--- config.mk ---
export PLATFORM = sky130hd
export DESIGN_NAME = decode_cycle
export DESIGN_NICKNAME = d
export VERILOG_FILES = /design/src/rtl/decode_cycle.sv
export SDC_FILE = /design/constraint.sdc
export NUM_CORES = 2
export LEC_CHECK = 0
export BUFFER_PORTS_ARGS = -buffer_cell sky130_fd_sc_hd__buf_2
export CAP_MARGIN = 10
export CORE_AREA = 2 2 395 397
export CTS_CLUSTER_DIAMETER = 60
export CTS_CLUSTER_SIZE = 24
export DETAILED_ROUTE_END_ITERATION = 10
export DIE_AREA = 0 0 397 399
export GPL_TIMING_DRIVEN = 1
export PLACE_DENSITY = 0.65
export SYNTH_ARGS = -nofsm -noshare
export SYNTH_HDL_FRONTEND = slang
export SYNTH_SLANG_ARGS = --single-unit
--- constraint.sdc ---
create_clock -name clk -period 4.7 [get_ports clk]
set_clock_uncertainty 0.05 [all_clocks]
set_input_delay 0.47 -clock clk [delete_from_list [all_inputs] [get_ports clk]]
set_output_delay 0.47 -clock clk [all_outputs]
set_load 0.005 [all_outputs]
--- src/rtl/decode_cycle.sv ---
// decode_cycle: instruction decode stage with register file and ID/EX register.
//
// Decodes InstrD combinationally (controls, ALU operation, immediate, register
// reads) and captures everything in the ID/EX register, so the E outputs
// follow InstrD by exactly one clock.
//
// Ports:
//   clk, rst            clock (rising edge) and synchronous active-low reset
//   InstrD, PCD, PCPlus4D   instruction and its PCs from fetch
//   RegWriteW, RDW, ResultW write-back port into the register file
//   StallD              hold the ID/EX register
//   FlushE              load a bubble (all zero) into the ID/EX register
//   *E outputs          registered controls, data and register indices
//
// Configuration:
//   RF_WRITE_BYPASS_EN  when defined, a read of the register being written in
//                       the same cycle returns ResultW instead of the old value.

module decode_cycle (
    input  logic        clk,
    input  logic        rst,
    input  logic [31:0] InstrD,
    input  logic [31:0] PCD,
    input  logic [31:0] PCPlus4D,
    input  logic        RegWriteW,
    input  logic [4:0]  RDW,
    input  logic [31:0] ResultW,
    input  logic        StallD,
    input  logic        FlushE,
    output logic        RegWriteE,
    output logic        MemWriteE,
    output logic        JumpE,
    output logic        BranchE,
    output logic        ALUSrcE,
    output logic        IllegalE,
    output logic [1:0]  ResultSrcE,
    output logic [2:0]  ALUControlE,
    output logic [31:0] RD1E,
    output logic [31:0] RD2E,
    output logic [31:0] ImmExtE,
    output logic [31:0] PCE,
    output logic [31:0] PCPlus4E,
    output logic [4:0]  Rs1E,
    output logic [4:0]  Rs2E,
    output logic [4:0]  RdE
);

    localparam logic [6:0] OpLw   = 7'b0000011;
    localparam logic [6:0] OpSw   = 7'b0100011;
    localparam logic [6:0] OpR    = 7'b0110011;
    localparam logic [6:0] OpIAlu = 7'b0010011;
    localparam logic [6:0] OpBeq  = 7'b1100011;
    localparam logic [6:0] OpJal  = 7'b1101111;

    localparam logic [2:0] AluAdd = 3'b000;
    localparam logic [2:0] AluSub = 3'b001;
    localparam logic [2:0] AluAnd = 3'b010;
    localparam logic [2:0] AluOr  = 3'b011;
    localparam logic [2:0] AluSlt = 3'b101;

    logic [6:0] opcode;
    logic [2:0] funct3;
    logic       funct7b5;
    logic [4:0] rs1;
    logic [4:0] rs2;
    logic [4:0] rd;

    assign opcode   = InstrD[6:0];
    assign funct3   = InstrD[14:12];
    assign funct7b5 = InstrD[30];
    assign rs1      = InstrD[19:15];
    assign rs2      = InstrD[24:20];
    assign rd       = InstrD[11:7];

    // Decoded (pre-register) controls.
    logic        regWrite;
    logic        memWrite;
    logic        jump;
    logic        branch;
    logic        aluSrc;
    logic        illegal;
    logic [1:0]  resultSrc;
    logic [2:0]  aluControl;
    logic [31:0] immExt;

    // ALU-op decode shared by R-type and I-ALU.
    logic       aluLegal;
    logic [2:0] aluOp;

    always_comb begin
        aluLegal = 1'b1;
        aluOp    = AluAdd;
        case (funct3)
            3'b000:  aluOp = (opcode == OpR && funct7b5) ? AluSub : AluAdd;
            3'b010:  aluOp = AluSlt;
            3'b110:  aluOp = AluOr;
            3'b111:  aluOp = AluAnd;
            default: aluLegal = 1'b0;
        endcase
    end

    always_comb begin
        regWrite   = 1'b0;
        memWrite   = 1'b0;
        jump       = 1'b0;
        branch     = 1'b0;
        aluSrc     = 1'b0;
        illegal    = 1'b0;
        resultSrc  = 2'b00;
        aluControl = AluAdd;
        immExt     = 32'h0;
        case (opcode)
            OpLw: begin
                if (funct3 == 3'b010) begin
                    regWrite  = 1'b1;
                    aluSrc    = 1'b1;
                    resultSrc = 2'b01;
                    immExt    = {{20{InstrD[31]}}, InstrD[31:20]};
                end else begin
                    illegal = 1'b1;
                end
            end
            OpSw: begin
                if (funct3 == 3'b010) begin
                    memWrite = 1'b1;
                    aluSrc   = 1'b1;
                    immExt   = {{20{InstrD[31]}}, InstrD[31:25], InstrD[11:7]};
                end else begin
                    illegal = 1'b1;
                end
            end
            OpR: begin
                if (aluLegal) begin
                    regWrite   = 1'b1;
                    aluControl = aluOp;
                end else begin
                    illegal = 1'b1;
                end
            end
            OpIAlu: begin
                if (aluLegal) begin
                    regWrite   = 1'b1;
                    aluSrc     = 1'b1;
                    aluControl = aluOp;
                    immExt     = {{20{InstrD[31]}}, InstrD[31:20]};
                end else begin
                    illegal = 1'b1;
                end
            end
            OpBeq: begin
                if (funct3 == 3'b000) begin
                    branch     = 1'b1;
                    aluControl = AluSub;
                    immExt     = {{20{InstrD[31]}}, InstrD[7], InstrD[30:25],
                                  InstrD[11:8], 1'b0};
                end else begin
                    illegal = 1'b1;
                end
            end
            OpJal: begin
                jump      = 1'b1;
                regWrite  = 1'b1;
                resultSrc = 2'b10;
                immExt    = {{12{InstrD[31]}}, InstrD[19:12], InstrD[20],
                             InstrD[30:21], 1'b0};
            end
            default: illegal = 1'b1;
        endcase
    end

    // Register file: x0 is never written and always reads as zero.
    logic [31:0] rf [32];
    logic [31:0] rd1;
    logic [31:0] rd2;

    always_ff @(posedge clk) begin
        if (!rst) begin
            for (int i = 0; i < 32; i++) begin
                rf[i] <= 32'h0;
            end
        end else if (RegWriteW && RDW != 5'd0) begin
            rf[RDW] <= ResultW;
        end
    end

    always_comb begin
        rd1 = (rs1 == 5'd0) ? 32'h0 : rf[rs1];
        rd2 = (rs2 == 5'd0) ? 32'h0 : rf[rs2];
`ifdef RF_WRITE_BYPASS_EN
        if (RegWriteW && RDW != 5'd0 && RDW == rs1) rd1 = ResultW;
        if (RegWriteW && RDW != 5'd0 && RDW == rs2) rd2 = ResultW;
`endif
    end

    // ID/EX register: reset and flush both load an all-zero bubble.
    always_ff @(posedge clk) begin
        if (!rst || FlushE) begin
            RegWriteE   <= 1'b0;
            MemWriteE   <= 1'b0;
            JumpE       <= 1'b0;
            BranchE     <= 1'b0;
            ALUSrcE     <= 1'b0;
            IllegalE    <= 1'b0;
            ResultSrcE  <= 2'b00;
            ALUControlE <= 3'b000;
            RD1E        <= 32'h0;
            RD2E        <= 32'h0;
            ImmExtE     <= 32'h0;
            PCE         <= 32'h0;
            PCPlus4E    <= 32'h0;
            Rs1E        <= 5'd0;
            Rs2E        <= 5'd0;
            RdE         <= 5'd0;
        end else if (!StallD) begin
            RegWriteE   <= regWrite;
            MemWriteE   <= memWrite;
            JumpE       <= jump;
            BranchE     <= branch;
            ALUSrcE     <= aluSrc;
            IllegalE    <= illegal;
            ResultSrcE  <= resultSrc;
            ALUControlE <= aluControl;
            RD1E        <= rd1;
            RD2E        <= rd2;
            ImmExtE     <= immExt;
            PCE         <= PCD;
            PCPlus4E    <= PCPlus4D;
            Rs1E        <= rs1;
            Rs2E        <= rs2;
            RdE         <= rd;
        end
    end

endmodule

# ---- Yosys cells after proc, flatten, opt, wreduce, memory -nomap -nowiden
# Memories as Yosys holds them, arrays and structs flattened.
# Cells that the tools add are included.
dict set report totals {
  inputBits 138
  output_inout_bits 186
  elab_cells 72
  memories 1
  ram_bits 1024
  regBits 186
}
dict set report classes {
  n_reduce_logical 12
  n_eq_ne 9
  n_mux 34
}
# memory words word_bits rd rd_ports_with_merged_regs wr line_no
set mem_list {}
lappend mem_list {rf 32 32 2 0 32 172} ;# logic [31:0] rf [32];
# cell count
set op_table {}
lappend op_table {{$mux W32} 7}
lappend op_table {{$pmux W32 S5} 1}
lappend op_table {{$reduce_or A32 Y1} 1}
lappend op_table {{$mux W1} 18}
lappend op_table {{$eq A7 B6 Y1 const B} 2}
lappend op_table {{$eq A7 B7 Y1 const B} 2}
lappend op_table {{$pmux W3 S4} 1}
lappend op_table {{$logic_not A5 Y1} 2}
lappend op_table {{$eq A7 B2 Y1 const B} 1}
lappend op_table {{$eq A7 B5 Y1 const B} 1}
lappend op_table {{$eq A3 B3 Y1 const B} 2}
lappend op_table {{$pmux W3 S2} 1}
lappend op_table {{$mux W5} 1}
lappend op_table {{$reduce_bool A5 Y1} 1}
lappend op_table {{$pmux W1 S4} 1}
lappend op_table {{$pmux W2 S2} 1}
lappend op_table {{$reduce_or A2 Y1} 2}
lappend op_table {{$reduce_or A4 Y1} 1}
lappend op_table {{$eq A3 B2 Y1 const B} 1}
lappend op_table {{$logic_not A3 Y1} 1}
lappend op_table {{$mux W3} 1}
lappend op_table {{$pmux W1 S3} 1}
lappend op_table {{$logic_and A1 B1 Y1} 2}
lappend op_table {{$pmux W1 S2} 1}
lappend op_table {{other kinds (2)} 2}

# ---- Depth between registers and ports, before layout
dict set report depth {
  depth_word 7
  ltp_mapped 9
  mapped_depth_nobuf 5
}

# ---- Worst setup path after synthesis
# No wires, ideal clock.
dict set report synth_path {
  path_kind {input port to flip-flop}
  start {in rst}
  end {mem rf[24][0], enable pin}
  setup_time_ns 0.466
  arrival_time_ns 3.569
  n_path_buf 2
  required_time_ns 4.184
  path_slack_ns 0.615
  cell_stages 5
  cell_sequence {buf_2 -> nand2_1 -> or3_1 -> clkbuf_1 -> o21ai_0}
}
# item line_no
set synth_lines {}
lappend synth_lines {{from (decl)} 21} ;# input logic rst,
lappend synth_lines {{to (decl)} 172}

==> reports/metrics.yaml <==
crit_buf_inv: 3
wl_per_cell_microns: 30.4
root_buffer: "clkbuf_16"
overflow: 0
cp_max_fo: 23
first_global_vias: 40100
finalNetCount: 4660
synth_common_cells: "edfxtp_1, and2_1, mux4_2"
period_share_pct: 60.3
max-slew-margin-rel_pct: 12.2
power_density_nw_per_um2: 351
detail-route-antenna-nets: 0
setup_viol: 0
drt-pass1-iter-count: 6
cp_top_family: "buffers and inverters"
antenna_found_initial: 18
rr_worst_depth: 4
arrival_ps: 3210
area_growth_pct: 13.8
p_sw_w: 0.00629
yosys-top-cells-area: "edfxtp_1, mux4_2, and2_1, dfxtp_1, mux2i_1"
gp_congestion: 0.869
h-tree-depth: 3
cpMaxStageDelayCell: "o21ai_4"
synth_flop_cell: "edfxtp_1"
initial_core_util_pct: 39.8
power.share.combinational_pct: 10.8
utilization_pct: 45.3
wirelength_microns: 202000
slew_violations: 0
synth.avg_cell_area_sq_um: 14.2
rsz0062_at_grt: "false"
num_rows: 144
clockPowerShare_pct: 38.5
syn-cell-area_sq_um: 61200
grt.total_usage_pct: 25.0
finalHoldViolCount: 0
postCtsHoldBufs: 76
synth_edf_count: 1024
ys_seq_elements: 1199
cp-end-kind: "register"
drc_errors: 0
p_int_w: 0.0182
worst_slew_pin_slew_ps: 1310
path_clk_slew_ps: 70
avgViaCountPerCell: 6.07
max_stage_delay_ps: 810
crit_end: "rf[22][30]$_SDFFCE_PN0P_"
synth_top_area_share_pct: 50.2
busiest_layer: "met2"
n_fill_cell: 13300
yosys_warnings: 0
met1_usage_pct: 34.4
cp.required_ps: 5080
ioPinCount: 324
crit_cells: 7
critPathMostFrequentCell: "buf_4"
setup_tns_ps: 0
cts_setup_buffers: 0
place_area_sq_um: 65200
grtUsageMet3_pct: 5.77
path_class: "input port to register"
cts_sinks: 1199
seqPwrFrac_pct: 50.7
worst_skew_pair.late_latency_ps: 760
grt_util_met2_pct: 38.5
final_area_sq_um: 69700
peakVddDrop_uv: 322
die_w_microns: 397
cts_resized: 0
ys_seq_area_share_pct: 55.9
synth.most_common_cell: "edfxtp_1"
dr.first_iter.drc_count: 5564
status: "finished, final reports clean"
maxCapViolations: 0
switching_share_pct: 25.7
die_area_sq_um: 158000
startpoint_type: "input port"
min_path_type: "input port to register"
cts_tree: "built"
numCtsBuffers: 106
synth_cells: 4301
place_hpwl_microns: 121000
r2r_start: "rf[13][12]$_SDFFCE_PN0P_"
ys_async_sr_fraction_pct: 0
min_period_ps: 2830
ys_types: 62
vias: 40400
die_height_microns: 399
r2r_slack_ps: 2630
grt_max_degree: 97
layout-drive-gt1-share_pct: 26.8
cp-startpoint: "rst"
fmax_mhz: 353
io_buffer_count: 323
grt_pass1_wl_microns: 286000
crit_chain: "buf_4 -> nand2_1 -> nor2_1 -> nand2_1 -> buf_4 -> o21ai_4 -> buf_4"
fp.coreArea_sq_um: 154000
r2r_end: "RD2E[12]$_SDFFE_PP0N_"
clockBufferDepth: 3
synth_largest_area_cell: "edfxtp_1"
p_leak_nw: 24.8
==> cell type report <==
class / count / area (sq um) / share of cell area [%]
flip-flops and latches: 1199 / 34300 / 49.2
multi-input cells: 2669 / 25400 / 36.5
repair buffers: 541 / 3710 / 5.32
clock buffers: 122 / 2760 / 3.97
well taps: 2044 / 2560 / 3.67
clock inverters: 79 / 955 / 1.37
inverters: 5 / 18.8 / 0.0269
diodes: 1 / 2.50 / 0.00359
==> cells by family after synthesis <==
group	share of synthesized area (%)
buf+inv	3.58
flops	55.9
simple gates	13.3
other cells	0.00612
xor+xnor	0.0143
mux	22.0
compound gates	5.11
==> power groups by stage <==
stage | Combinational (W) | Clock (W) | Sequential, W
final | 0.00265 | 0.00941 | 0.0124
after CTS | 0.00264 | 0.00951 | 0.0124
after global routing | 0.00276 | 0.00987 | 0.0125
after detailed placement | 0.00257 | 0 | 0.0126
after floorplan | 0.00166 | 0 | 0.0125
after global placement | 0.00255 | 0 | 0.0126
==> routing by layer <==
metal | wire (microns) | up-vias
met5 | 71 | -
met4 | 8690 | 12
met3 | 24700 | 424
met2 | 90500 | 2737
met1 | 78500 | 20500
li1 | - | 16700
==> registers in the layout, summed over array words and instances (netlist names) <==
register     cells
ALUControlE      3
ALUSrcE          1
BranchE          1
IllegalE         1
ImmExtE         21
JumpE            1
MemWriteE        1
PCE             32
PCPlus4E        32
RD1E            32
RD2E            32
RdE              5
RegWriteE        1
ResultSrcE       2
Rs1E             5
Rs2E             5
rf            1024
==> layout by cell type (no fill, tap or decap), types with 9 or more instances in the layout <==
master,instances
nand4_1,11
inv_6,11
nor2_2,30
a221o_1,28
o211ai_1,128
a221oi_1,64
buf_12,14
clkinv_4,10
mux4_2,416
buf_2,314
clkbuf_16,107
nor2_1,91
dlygate4sd3_1,76
o21ai_1,9
a22o_1,32
clkinv_8,9
a211o_1,28
clkbuf_1,12
conb_1,32
mux2_2,97
o21ai_4,31
nor2b_1,36
nand3_1,77
nand2_1,134
mux2i_1,269
mux2_1,31
dfxtp_1,175
a21oi_1,45
bufinv_16,10
edfxtp_1,1024
buf_4,130
and2_1,997
==> stage by stage <==
stage          instances  setup WS (ps)  total power (W)  hold WS (ps)
2_1_floorplan       4332            615           0.0142           399
3_3_place_gp        6381           1140           0.0151           396
3_5_place_dp        6382           1140           0.0152           399
4_1_cts             6659           1940           0.0245         0.634
5_1_grt             6659           1840           0.0251          6.43
6_report            6660           1870           0.0245          55.2
==> worst min path at each step <==
stage,end,depth (start not counted),slack (ps),startpoint
2_1_floorplan,ImmExtE[0]$_SDFFE_PP0N_,2,400,ImmExtE[0]$_SDFFE_PP0N_
3_3_place_gp,ALUSrcE$_SDFFE_PP0N_,2,400,ALUSrcE$_SDFFE_PP0N_
3_5_place_dp,ImmExtE[10]$_SDFFE_PP0N_,1,400,ImmExtE[10]$_SDFFE_PP0N_
4_1_cts,ImmExtE[12]$_SDFFE_PP0N_,3,0.6,InstrD[12]
5_1_grt,ImmExtE[10]$_SDFFE_PP0N_,2,6,InstrD[30]
6_report,ImmExtE[10]$_SDFFE_PP0N_,2,60,InstrD[30]
==> worst register-to-register path: stages (launching register included) <==
cell and delay (ps):
edfxtp_1 410, mux4_2 460, mux2_2 280, o211ai_1 510, o211ai_1 200
No activity file was read; power rests on OpenSTA's default activity.
